### src/rtl/muldiv_pkg.sv
// ---------------------------------------------------------------------------
// muldiv_pkg
// Shared definitions for the iterative multiply/divide sequencer:
//   - DEFAULT_WIDTH : default operand width
//   - op_e          : operation encoding on the op bus
//   - state_e       : sequencer FSM state encoding
//   - isDivideOp / isSignedOp : small decode helpers for op_e
// ---------------------------------------------------------------------------
package muldiv_pkg;

    localparam int DEFAULT_WIDTH = 32;

    typedef enum logic [1:0] {
        OP_MULT  = 2'b00,
        OP_MULTU = 2'b01,
        OP_DIV   = 2'b10,
        OP_DIVU  = 2'b11
    } op_e;

    typedef enum logic [1:0] {
        ST_IDLE  = 2'b00,
        ST_RUN   = 2'b01,
        ST_WRITE = 2'b10
    } state_e;

    function automatic logic isDivideOp(input op_e op);
        return (op == OP_DIV) || (op == OP_DIVU);
    endfunction

    function automatic logic isSignedOp(input op_e op);
        return (op == OP_MULT) || (op == OP_DIV);
    endfunction

endpackage

### src/rtl/muldiv_sequencer_if.sv
// ---------------------------------------------------------------------------
// muldiv_sequencer_if
// Request/response bundle between the pipeline (master) and the
// multiply/divide sequencer (slave).
//   start      : request an operation (master -> slave)
//   op         : operation select, op_e (master -> slave)
//   a, b       : operands (master -> slave)
//   busy       : operation in progress (slave -> master)
//   stall      : hold PC and pipeline (slave -> master)
//   hiLoEn     : one-cycle Hi/Lo write enable (slave -> master)
//   hiLoWrite  : {Hi, Lo} result, valid with hiLoEn (slave -> master)
//   divByZero  : divide-by-zero flag, valid with hiLoEn (slave -> master)
// ---------------------------------------------------------------------------
interface muldiv_sequencer_if
    import muldiv_pkg::*;
#(
    parameter int WIDTH = DEFAULT_WIDTH
);

    logic               start;
    op_e                op;
    logic [WIDTH-1:0]   a;
    logic [WIDTH-1:0]   b;
    logic               busy;
    logic               stall;
    logic               hiLoEn;
    logic [2*WIDTH-1:0] hiLoWrite;
    logic               divByZero;

    modport master (
        output start, op, a, b,
        input  busy, stall, hiLoEn, hiLoWrite, divByZero
    );

    modport slave (
        input  start, op, a, b,
        output busy, stall, hiLoEn, hiLoWrite, divByZero
    );

endinterface

### src/rtl/muldiv_step.sv
// ---------------------------------------------------------------------------
// muldiv_step
// Combinational single iteration of an unsigned shift-add multiply or a
// restoring divide, operating on a {hi, lo} register pair.
//   i_isDiv   : 1 = divide step, 0 = multiply step
//   i_hi      : multiply: partial product high half / divide: partial remainder
//   i_lo      : multiply: multiplier bits (shifting out) / divide: dividend
//               bits shifting out, quotient bits shifting in
//   i_operand : multiply: multiplicand magnitude / divide: divisor magnitude
//   o_hi/o_lo : register pair after this iteration
// ---------------------------------------------------------------------------
module muldiv_step
    import muldiv_pkg::*;
#(
    parameter int WIDTH = DEFAULT_WIDTH
) (
    input  logic             i_isDiv,
    input  logic [WIDTH-1:0] i_hi,
    input  logic [WIDTH-1:0] i_lo,
    input  logic [WIDTH-1:0] i_operand,
    output logic [WIDTH-1:0] o_hi,
    output logic [WIDTH-1:0] o_lo
);

    logic [WIDTH:0]   w_addend;
    logic [WIDTH:0]   w_sum;
    logic [WIDTH:0]   w_shiftRem;
    logic [WIDTH-1:0] w_diff;
    logic             w_fits;

    // Multiply: add the multiplicand when the current multiplier bit is set,
    // then shift the carry, sum and multiplier right by one.
    // Divide: shift the next dividend bit into the remainder and subtract
    // the divisor only if it fits. The remainder is always below the divisor
    // before the shift, so a fitting difference always fits in WIDTH bits.
    always_comb begin
        w_addend   = i_lo[0] ? {1'b0, i_operand} : '0;
        w_sum      = {1'b0, i_hi} + w_addend;
        w_shiftRem = {i_hi, i_lo[WIDTH-1]};
        w_fits     = (w_shiftRem >= {1'b0, i_operand});
        w_diff     = w_shiftRem[WIDTH-1:0] - i_operand;
        if (i_isDiv) begin
            o_hi = w_fits ? w_diff : w_shiftRem[WIDTH-1:0];
            o_lo = {i_lo[WIDTH-2:0], w_fits};
        end else begin
            o_hi = w_sum[WIDTH:1];
            o_lo = {w_sum[0], i_lo[WIDTH-1:1]};
        end
    end

endmodule

### src/rtl/muldiv_sequencer.sv
// ---------------------------------------------------------------------------
// muldiv_sequencer
// Iterative signed/unsigned multiply and divide producing a {Hi, Lo} write.
// Operands are reduced to magnitudes on acceptance, WIDTH iterations of
// muldiv_step run one per cycle, and signs are restored in the WRITE cycle.
//   i_clk : clock, rising edge
//   i_rst : synchronous active-high reset
//   bus   : muldiv_sequencer_if.slave (start/op/a/b in, busy/stall/hiLoEn/
//           hiLoWrite/divByZero out)
// ---------------------------------------------------------------------------
module muldiv_sequencer
    import muldiv_pkg::*;
#(
    parameter int WIDTH = DEFAULT_WIDTH
) (
    input  logic              i_clk,
    input  logic              i_rst,
    muldiv_sequencer_if.slave bus
);

    localparam int CW = $clog2(WIDTH + 1);

    state_e             r_state;
    state_e             w_nextState;
    logic [CW-1:0]      r_count;
    logic               r_isDiv;
    logic               r_negLo;
    logic               r_negHi;
    logic               r_divZero;
    logic [WIDTH-1:0]   r_hi;
    logic [WIDTH-1:0]   r_lo;
    logic [WIDTH-1:0]   r_operand;

    logic               w_accept;
    logic               w_opDiv;
    logic               w_negA;
    logic               w_negB;
    logic               w_bZero;
    logic               w_busy;
    logic [WIDTH-1:0]   w_magA;
    logic [WIDTH-1:0]   w_magB;
    logic [WIDTH-1:0]   w_stepHi;
    logic [WIDTH-1:0]   w_stepLo;
    logic [2*WIDTH-1:0] w_prod;

    muldiv_step #(.WIDTH(WIDTH)) u_step (
        .i_isDiv   (r_isDiv),
        .i_hi      (r_hi),
        .i_lo      (r_lo),
        .i_operand (r_operand),
        .o_hi      (w_stepHi),
        .o_lo      (w_stepLo)
    );

    // Request decode. The most negative value negates to itself, which is
    // exactly its unsigned magnitude, so no special case is needed for it.
    always_comb begin
        w_accept = (r_state == ST_IDLE) && bus.start;
        w_opDiv  = isDivideOp(bus.op);
        w_negA   = isSignedOp(bus.op) && bus.a[WIDTH-1];
        w_negB   = isSignedOp(bus.op) && bus.b[WIDTH-1];
        w_magA   = w_negA ? -bus.a : bus.a;
        w_magB   = w_negB ? -bus.b : bus.b;
        w_bZero  = (bus.b == '0);
    end

    always_ff @(posedge i_clk) begin
        if (i_rst) begin
            r_state <= ST_IDLE;
        end else begin
            r_state <= w_nextState;
        end
    end

    // A divide by zero skips RUN entirely.
    always_comb begin
        w_nextState = r_state;
        case (r_state)
            ST_IDLE: begin
                if (bus.start) begin
                    w_nextState = (w_opDiv && w_bZero) ? ST_WRITE : ST_RUN;
                end
            end
            ST_RUN: begin
                if (r_count == CW'(1)) begin
                    w_nextState = ST_WRITE;
                end
            end
            ST_WRITE: w_nextState = ST_IDLE;
            default:  w_nextState = ST_IDLE;
        endcase
    end

    // Datapath. Multiply keeps the multiplier in lo and the multiplicand in
    // r_operand; divide keeps the dividend in lo and the divisor in
    // r_operand. A divide by zero preloads the final {A, all ones} result
    // with no sign correction.
    always_ff @(posedge i_clk) begin
        if (i_rst) begin
            r_count   <= '0;
            r_isDiv   <= 1'b0;
            r_negLo   <= 1'b0;
            r_negHi   <= 1'b0;
            r_divZero <= 1'b0;
            r_hi      <= '0;
            r_lo      <= '0;
            r_operand <= '0;
        end else if (w_accept) begin
            r_isDiv <= w_opDiv;
            r_count <= CW'(WIDTH);
            if (w_opDiv && w_bZero) begin
                r_hi      <= bus.a;
                r_lo      <= '1;
                r_operand <= '0;
                r_negLo   <= 1'b0;
                r_negHi   <= 1'b0;
                r_divZero <= 1'b1;
            end else if (w_opDiv) begin
                r_hi      <= '0;
                r_lo      <= w_magA;
                r_operand <= w_magB;
                r_negLo   <= w_negA ^ w_negB;
                r_negHi   <= w_negA;
                r_divZero <= 1'b0;
            end else begin
                r_hi      <= '0;
                r_lo      <= w_magB;
                r_operand <= w_magA;
                r_negLo   <= w_negA ^ w_negB;
                r_negHi   <= w_negA ^ w_negB;
                r_divZero <= 1'b0;
            end
        end else if (r_state == ST_RUN) begin
            r_hi    <= w_stepHi;
            r_lo    <= w_stepLo;
            r_count <= r_count - CW'(1);
        end
    end

    // Outputs. A product is negated as one 2*WIDTH value; quotient and
    // remainder are negated independently. hiLoWrite is forced to zero
    // outside WRITE.
    always_comb begin
        w_prod        = {r_hi, r_lo};
        w_busy        = (r_state != ST_IDLE);
        bus.busy      = w_busy;
        bus.stall     = w_accept || w_busy;
        bus.hiLoEn    = (r_state == ST_WRITE);
        bus.divByZero = (r_state == ST_WRITE) && r_divZero;
        bus.hiLoWrite = '0;
        if (r_state == ST_WRITE) begin
            if (r_isDiv) begin
                bus.hiLoWrite = {(r_negHi ? -r_hi : r_hi), (r_negLo ? -r_lo : r_lo)};
            end else begin
                bus.hiLoWrite = r_negLo ? -w_prod : w_prod;
            end
        end
    end

endmodule

### src/flat_wrapper.sv
// flat-port wrapper written by rule: the top's interface ports become plain ports
module muldiv_sequencer_flat import muldiv_pkg::*;
#(
    parameter int WIDTH = DEFAULT_WIDTH
)
  (i_clk, i_rst, bus_start, bus_op, bus_a, bus_b, bus_busy, bus_stall, bus_hiLoEn, bus_hiLoWrite, bus_divByZero);
  muldiv_sequencer_if #(.WIDTH(WIDTH)) bus_i ();
  input  logic i_clk;
  input  logic i_rst;
  input wire logic [$bits(bus_i.start)-1:0] bus_start;
  input wire logic [$bits(bus_i.op)-1:0] bus_op;
  input wire logic [$bits(bus_i.a)-1:0] bus_a;
  input wire logic [$bits(bus_i.b)-1:0] bus_b;
  output wire logic [$bits(bus_i.busy)-1:0] bus_busy;
  output wire logic [$bits(bus_i.stall)-1:0] bus_stall;
  output wire logic [$bits(bus_i.hiLoEn)-1:0] bus_hiLoEn;
  output wire logic [$bits(bus_i.hiLoWrite)-1:0] bus_hiLoWrite;
  output wire logic [$bits(bus_i.divByZero)-1:0] bus_divByZero;
  assign bus_i.start = bus_start;
  assign bus_i.op = bus_op;
  assign bus_i.a = bus_a;
  assign bus_i.b = bus_b;
  assign bus_busy = bus_i.busy;
  assign bus_stall = bus_i.stall;
  assign bus_hiLoEn = bus_i.hiLoEn;
  assign bus_hiLoWrite = bus_i.hiLoWrite;
  assign bus_divByZero = bus_i.divByZero;
  muldiv_sequencer #(.WIDTH(WIDTH)) u_core (.i_clk(i_clk), .i_rst(i_rst), .bus(bus_i));
endmodule
### config.mk
export PLATFORM = sky130hd
export DESIGN_NAME = muldiv_sequencer_flat
export DESIGN_NICKNAME = d
export VERILOG_FILES = /design/src/rtl/muldiv_pkg.sv /design/src/rtl/muldiv_sequencer_if.sv /design/src/rtl/muldiv_step.sv /design/src/rtl/muldiv_sequencer.sv /design/src/flat_wrapper.sv
export SDC_FILE = /design/constraint.sdc
export NUM_CORES = 1
export LEC_CHECK = 0
export ABC_CLOCK_PERIOD_IN_PS = 3400
export BUFFER_PORTS_ARGS = -buffer_cell sky130_fd_sc_hd__buf_4
export CAP_MARGIN = 30
export CORE_MARGIN = 1.5
export CORE_UTILIZATION = 56
export CTS_CLUSTER_DIAMETER = 60
export DETAILED_ROUTE_END_ITERATION = 10
export HOLD_SLACK_MARGIN = 0.08
export PLACE_DENSITY = 0.79
export SETUP_SLACK_MARGIN = 0.2
export SYNTH_ARGS = -nofsm -noshare
export SYNTH_HDL_FRONTEND = slang
export SYNTH_SLANG_ARGS = --single-unit
### constraint.sdc
create_clock -name i_clk -period 3.4 [get_ports i_clk]
set_input_delay 0.51 -clock i_clk [delete_from_list [all_inputs] [get_ports i_clk]]
set_output_delay 0.51 -clock i_clk [all_outputs]
set_load 0.01 [all_outputs]
==> results.txt, run 1 <==
The most frequent standard cell in the layout excluding fill and tap cells is buf_4. Data on the critical path is required at its endpoint by approximately 2.9 ns. The non-filler instance count after layout is 2430. The post-synthesis sequential area ratio is ~17%. The met3 demand-to-capacity share in global routing is 10.8%.

The final cycle utilization of the critical path came out at 111%. The fraction of final layout cells sized beyond drive strength 1 is a little over a quarter. Wires add up to a little under 60000 um. The wire length of the first global-routing pass is ~87000 um. The area of the die is roughly 0.024 mm2. For this run, the post-layout net count is between 2k and 2.5k. The final non-filler cell area is about 0.017 mm2. TritonCTS built the clock tree. The actual slew at the worst max-slew pin is 1.12 ns. The global-route track usage on met2 is 71.7%. The core area is 0.0228 mm2. The register bit total from synthesis came out at 108. The final count of pins violating max slew came to 0. The congestion estimate from routability-driven global placement came to ~1.1. The number of CTS-inserted buffers came out at 9. Setup slack on the worst reg-to-reg path comes out at ~0.050 ns. The number of enable-type register cells in the synthesized netlist is 0. The overall global routing resource usage came out at a little under half. The met1 usage in global routing came out at roughly 61%.

The normalized max-slew margin came out at between 20 and 30%. The net count of the mapped netlist is ~2.0k. The static power due to leakage is just under 7 nW. The horizontal extent of the die is 156 um. The cell at the root of the clock tree is clkbuf_16. The fmax came out at between 200 and 300 MHz. The maximum fanout count along the critical path came out at 3. The final reports fail on negative setup slack. The startpoint kind of the worst setup timing path is a flip-flop. Setup violations remaining at the end of the flow were counted as 30. The hold path depth is 2.

The time the final worst path needs with I/O delays and setup is 3.78 ns. The iteration-0 DRC count of the detailed router came out at ~2.7k. The critical path data arrival time came out at 3.27 ns. The count of antenna diodes in the layout is 0. The area growth from synthesis to layout is 28.7%. CTS saw between 100 and 150 sinks. Synthesis instantiated between 80 and 90 different standard cells from the library. In this run the most critical hold path is launched from bus_op[0]. The effective utilization at floorplan is 57.4%. The die extent in y is approximately 160 um.

The path with the worst hold slack has its endpoint at u_core.r_negLo. After filler insertion, the fill cell instance count of the layout stands at around 1.9k. The dominant synthesized flop cell is dfxtp_1. The worst setup path is captured at a primary output. The capture instance of the worst register-to-register path is u_core.r_hi[25].

Setup repair after global routing could not meet its margin everywhere. Row generation in the floorplan step produced 55 rows. The reported max-cap violation count is 0.

The largest net degree at the start of global routing came out at 55. The mean post-synth cell area came out at a little under 7 um2. The number of placed instances, taps included is roughly 2.4k.

The HPWL after detailed placement is about 45000 um. The clock edge transition at the registers on the reported setup and hold paths came out at approximately 0.090 ns. The post-route setup TNS is -5.56 ns. The peak supply drop came out at ~0.34 mV. The worst register-to-register path begins at u_core.r_lo[0].

The deepest level of the CTS H-tree is 3. The largest clock skew in the final design is approximately 0.023 ns. The number of antenna violations at the first check in global routing is 0. The worst min-delay path category is input port to flip-flop. Before antenna repair, the detailed router went through 7 iterations. The detailed-route vias per instance came out at between 6 and 7. The areal power density over the cells is 453 mW/mm2.

Across all setup checks in the final design, the least slack found is -0.376 ns. The post-synthesis instance area came out at about 0.013 mm2. The top-level I/O count came out at ~140. The share of flip-flops with an asynchronous set or reset came out at 0%. The count of synthesis-stage warnings from yosys is 0. The final antenna-violating net count is 0. The average detailed-routed wire length per instance came out at 24.5 um. The largest buffer count on any clock path came out at 2. The gate count after technology mapping came out at 1890. Buffers placed on the I/O ports in this run total 136. The via count of the routed design is roughly 17k. The via count of the first global-routing pass came to approximately 15k.

The cell count of the worst reg-to-reg path came out at 14. Summing all placed instances gives a cell area of 0.0153 mm2. The critical path is of the flip-flop to primary output type. The most used routing layer is met2. The later-pin clock latency in the skew report came out at roughly 0.38 ns. The run finished, with violations left. The total overflow reported by the global router is 0. In the layout the commonest cells are 328 x buf_4, 248 x nor2_1, 178 x a21oi_1. The remaining design rule violation count came out at 0.

The final hold violation count came out at 0.
power by group:
part | internal, mW | switching (mW)
Combinational | 1.97 | 2.91
Sequential | 1.41 | 0.164
Clock | 0.536 | 0.630
cells by family after synthesis:
family	Yosys count	synth area share, %
AOI/OAI and AO/OA	605	29.7
and+or+nand+nor	677	24.9
adders and majority gates	72	7.00
muxes	53	4.16
xor gates and xnor gates	176	11.8
buffers and inverters	199	6.00
DFF	108	16.5
cells in the mapped netlist (all sizes together) (5+ instances only):
cell type,number,area (um2)
a41oi,5,43.8
inv,62,233
and2,14,87.6
a22oi,8,65.1
nand3,25,125
clkbuf,103,387
nor2b,18,113
or2,10,62.6
a211oi,27,203
nand2b,20,125
ha,70,876
mux2,11,124
nor3,58,312
a31oi,22,138
a2111oi,6,52.6
a311oi,7,61.3
mux2i,42,420
o211ai,18,135
o21bai,8,60.1
buf,33,161
nand2,161,604
nor2,261,980
xnor2,90,788
o21a,11,82.6
nand4,14,93.8
a211o,6,52.6
o41ai,12,158
or4,16,143
o22ai,29,181
o21ai,133,666
a221oi,23,201
a21o,21,158
and3,14,87.6
dfxtp,108,2160
nor4,21,176
nor3b,7,52.6
o221a,5,56.3
or3,23,159
xor2,86,753
a21oi,199,1010
o31ai,23,178
stage by stage:
stage | total power [mW] | worst slack [ns] | utilization [%] | hold slack, ns
3_3_place_gp | 5.75 | 0.135 | 66.9 | 0.443
4_1_cts | 7.08 | -0.235 | 70.5 | 0.405
2_1_floorplan | 4.23 | 0.227 | - | 0.432
5_1_grt | 7.91 | -0.404 | 73.9 | 0.429
3_5_place_dp | 5.79 | 0.0494 | 67.0 | 0.455
6_report | 7.63 | -0.376 | 73.9 | 0.411
routing by layer:
metal	wire length [um]	vias up
li1	-	7285
met4	4110	2
met1	22000	7659
met3	8190	308
met2	25100	1381
met5	53	-
area by class of cell:
| class | count | area, um2 | share of cell area (%) |
|---|---|---|---|
| tap | 313 | 392 | 2.33 |
| clock inverter | 7 | 93.8 | 0.557 |
| multi-input combinational | 1583 | 11000 | 65.2 |
| inverter | 63 | 240 | 1.43 |
| sequential | 108 | 2180 | 13.0 |
| timing repair buffer | 347 | 2730 | 16.2 |
| clock buffer | 9 | 225 | 1.34 |
timing repair:
item | CTS | global route
pin swaps | 43 | 68
gates resized for setup | 92 | 134
setup endpoints to repair | 46 | 72
hold buffers | 0 | 0
buffers inserted | 20 | 26
flip-flops by register name (all words and copies together) (netlist names):
name              flops
u_core.r_negLo        1
u_core.r_negHi        1
u_core.r_state        2
u_core.r_divZero      1
u_core.r_count        6
u_core.r_operand     32
u_core.r_lo          32
u_core.r_hi          32
u_core.r_isDiv        1
critical path, cell delays in order, from the launching register on:
cell,delay [ns]
dfxtp_2,0.34
inv_2,0.07
buf_12,0.11
ha_4,0.12
nand4b_1,0.25
or3_4,0.45
or4_4,0.58
o31ai_2,0.22
buf_4,0.20
a41oi_2,0.13
xnor2_1,0.18
nor2_1,0.05
buf_4,0.18
worst max-delay path by stage:
| stage | start | to | slack [ns] | depth (start not counted) |
|---|---|---|---|---|
| CTS | u_core.r_lo[12] | bus_hiLoWrite[63] | -0.23 | 11 |
| detailed placement | u_core.r_lo[0] | u_core.r_hi[31] | 0.05 | 13 |
| global route | u_core.r_lo[0] | bus_hiLoWrite[56] | -0.40 | 12 |
| finish | u_core.r_lo[0] | bus_hiLoWrite[56] | -0.38 | 12 |
| global placement | u_core.r_lo[0] | u_core.r_hi[31] | 0.14 | 13 |
| floorplan | u_core.r_lo[0] | u_core.r_hi[27] | 0.23 | 13 |
(Power assumes the default switching activity.)
==> run 2: changes to the inputs <==
--- a/config.mk
+++ b/config.mk
@@ -17,4 +17,5 @@
 export SETUP_SLACK_MARGIN = 0.2
 export SYNTH_ARGS = -nofsm -noshare
 export SYNTH_HDL_FRONTEND = slang
+export SYNTH_HIERARCHICAL = 1
 export SYNTH_SLANG_ARGS = --single-unit
==> run 2 against run 1 <==
Compared with the run above: the run still ends with negative setup slack left; critical endpoint is now bus_hiLoWrite[38]; worst setup slack worse by 0.095 ns; largest cell class unchanged; clock skew down 0.014 ns; global-route usage up 1.2 points; cell count up 1.9%; register-to-register slack worse by 0.47 ns; non-clock buffer count up 78; total power up 18%; first-iteration DRC count up 0.63%.
==> results.txt, run 2 <==
The net count of the mapped netlist is slightly below 2k. TritonCTS built the clock tree. The non-filler instance count after layout came out at roughly 2.5k. The startpoint identified for the worst hold timing path is bus_op[0]. The effective utilization at floorplan came out at between 50 and 60%. The checks that failed: negative setup slack. The horizontal extent of the die came out at between 150 and 200 um.

In this run the critical register-to-register path is launched from u_core/r_lo[0]. By area the synthesized netlist is led by dfxtp_1 16%, ha_1 6.7%, xnor2_1 6.0%. The tree is rooted in a clkbuf_16.

The design draws between 9 and 10 mW. The largest total area in the synthesized netlist belongs to dfxtp_1. The capture instance of the worst register-to-register path is u_core/r_hi[27]. The reported max-cap violation count is 0. The worst setup path is of the flip-flop to primary output kind. Setup repair after global routing could not meet its margin everywhere. The post-route setup TNS came out at -10.40 ns. The hold path depth is 2.

Data on the critical path is required at its endpoint by between 2 and 3 ns. The final count of pins violating max slew is 0. The largest net degree at the start of global routing is 52. In the routed layout, each cell is associated on average with a via count of between 7 and 8. Global routing consumed, on the met1 layer, 59.2% of the routing resources. The mapped netlist covers between 0.01 and 0.015 mm2. The wire length reported by the detailed router is 63700 um.

The count of antenna diodes in the layout is 0. The library cell used most frequently in the layout, excluding fill and tap cells, is buf_4. The worst-case register-to-register setup slack came out at -0.42 ns. The die extent in y is between 150 and 200 um. In the post-route analysis, the smallest setup slack over all paths is -0.471 ns. After detailed routing, the number of remaining DRC violations is 0.

The final hold violation count came out at 0. The core area came out at about 0.023 mm2. The largest registers in the layout are u_core/r_hi: 32 flops, u_core/r_lo: 32 flops, u_core/r_operand: 32 flops. The areal power density over the cells came out at between 400 and 500 mW/mm2. Global routing used between 70% and 80% of the available met2 tracks. STA classifies the critical path endpoint as a primary output. The count of filler cells inserted in the layout is between 1.5k and 2k. The final layout contains approximately 2.3k nets.

The sink of the worst hold path is u_core/r_negHi. The overall global routing resource usage came out at between 40 and 50%. The number of antenna violations at the first check in global routing is 2. Counting flops with a built-in enable in the synthesized netlist gives 0. The run finished, with violations left. The mean post-synth cell area is a little over 7 um2. The actual slew at the worst max-slew pin came out at between 0.9 and 1 ns.

For the worst flop-to-flop path, the logic depth is 15. The clock edge transition at the registers on the reported setup and hold paths is roughly 0.080 ns. By instance count, the leading cell after synthesis is nor2_1. The number of buffers inserted for hold repair after clock tree synthesis is 0. The final critical path takes up 114% of the cycle.

The library cells used most frequently in the layout, excluding fill and tap cells, are 393 x buf_4, 190 x nor2_1, 148 x nand2_1. The wire length of the first global-routing pass is slightly below 90000 um. Setup violations remaining at the end of the flow were counted as 46. The HPWL after detailed placement came out at approximately 45000 um. In this run the most used layer during global routing was met2.

Summed over all cells, the static leakage comes to between 7 and 8 nW. STA classifies the critical path startpoint as a flip-flop. The fmax is 258 MHz. In the synthesized netlist the dominant register cell turns out to be dfxtp_1. The total overflow reported by the global router is 0.

The number of placed instances, taps included came out at around 2.4k. The final non-filler cell area came out at roughly 0.018 mm2. The number of cell rows came out at between 50 and 60. The via count of the routed design is approximately 17k.

The average detailed-routed wire length per instance is 25.7 um. The share of the Yosys chip area taken by registers is 16.5%. The quantity of I/O buffers inserted on ports is approximately 140.

The number of detailed-route iterations in the first pass is 7. By count the netlist is led by 198 x nor2_1, 151 x nand2_1, 138 x a21oi_1. Routability-driven placement finished with a final weighted congestion of ~1.0. STA puts the critical path data arrival time at 3.36 ns. The count of distinct cell types in the synthesized netlist came out at 86. The path class of the tightest hold or removal check is input port to flip-flop. Compared with the post-synthesis result, the final layout area differs by 38.0%. The fraction of final layout cells sized beyond drive strength 1 is about a third. Across the whole layout, storage elements account for 0.00220 mm2. The share of flip-flops with an asynchronous set or reset is 0%. The later-pin clock latency in the skew report is approximately 0.37 ns. The count of synthesis-stage warnings from yosys came out at 6.

The via count of the first global-routing pass came to between 15k and 20k. The gate count after technology mapping is approximately 1.8k. The time the final worst path needs with I/O delays and setup came out at about 3.9 ns. The floorplan step defined a die boundary enclosing between 0.02 and 0.025 mm2. The normalized max-slew margin is 38.5%.

The peak supply drop is about 0.45 mV. around 140 I/O pins were placed. The area of the multi-input gates came out at between 0.01 and 0.015 mm2.

The fraction of post-synthesis cell area in the top cell type by area came out at between 10% and 20%. The register bit total from synthesis came out at about 110. The largest buffer count on any clock path came out at 2.

The deepest level of the CTS H-tree is 3. The final antenna-violating net count is 0. Clock skew on the completed layout was measured at ~0.0089 ns. The met3 demand-to-capacity share in global routing is roughly 17%. The maximum fanout count along the critical path is 5.

The tree built by TritonCTS fans out to 108 sinks. The number of CTS-inserted buffers is 9. The area after detailed placement came out at 0.0160 mm2. For this block, the initial DRC count from the detailed router was around 2.7k.
-- run 2: cell type report --
type / instances / area share [%]
flip-flops and latches: 108 / 12.1
clock buffers: 10 / 1.26
inverters: 71 / 1.48
well taps: 313 / 2.16
repair buffers: 425 / 18.7
multi-input cells: 1544 / 63.9
clock inverters: 6 / 0.435
-- run 2: layer usage --
metal / vias up / routed length (um)
li1: 7450 / -
met1: 8070 / 23100
met2: 1494 / 26700
met3: 342 / 9280
met4: 2 / 4620
met5: - / 12
-- run 2: worst max-delay path by stage --
stage / from / endpoint / slack [ns]
after floorplan: u_core/r_lo[0] / u_core/r_hi[27] / -0.09
after global placement: u_core/r_lo[0] / u_core/r_hi[27] / -0.1
after detailed placement: u_core/r_lo[0] / u_core/r_hi[27] / -0.19
after CTS: u_core/r_lo[0] / bus_hiLoWrite[58] / -0.44
after global routing: u_core/r_lo[1] / bus_hiLoWrite[38] / -0.53
final: u_core/r_lo[1] / bus_hiLoWrite[38] / -0.47
-- run 2: what timing repair did --
| action | 4_1_cts | 5_1_grt |
|---|---|---|
| setup endpoints to repair | 68 | 76 |
| cloned | 1 | 3 |
| pin swaps | 55 | 105 |
| resized for setup | 113 | 176 |
| setup buffers | 23 | 19 |
-- run 2: worst max-delay path: stages (launching register included) --
cell,delay [ns]
dfxtp_1,0.34
inv_2,0.09
ha_4,0.13
or4b_4,0.47
or4b_4,0.58
buf_6,0.14
buf_6,0.10
buf_6,0.11
nor4_4,0.30
buf_6,0.20
o22ai_2,0.08
xnor2_1,0.21
nor2_1,0.07
buf_4,0.15
-- run 2: through the flow --
stage / util [%] / worst slack (ns) / hold slack, ns
global placement: 70.2 / -0.0965 / 0.461
CTS: 74.6 / -0.444 / 0.408
detailed placement: 70.2 / -0.187 / 0.481
global route: 79.3 / -0.531 / 0.419
finish: 79.3 / -0.471 / 0.425
floorplan: - / -0.0937 / 0.427
-- run 2: where the power goes --
group	total (mW)	internal, mW	switching [mW]
Sequential	1.65	1.44	0.211
Clock	1.19	0.594	0.595
Combinational	6.16	2.71	3.46
-- run 2: cells by family after synthesis --
kind of cell	count (synthesis)	synth area share, %
flops	108	16.5
fa+ha+maj	72	6.97
xor+xnor	160	10.7
compound gates	554	28.4
simple gates	685	26.2
buf+inv	178	5.41
mux	73	5.91
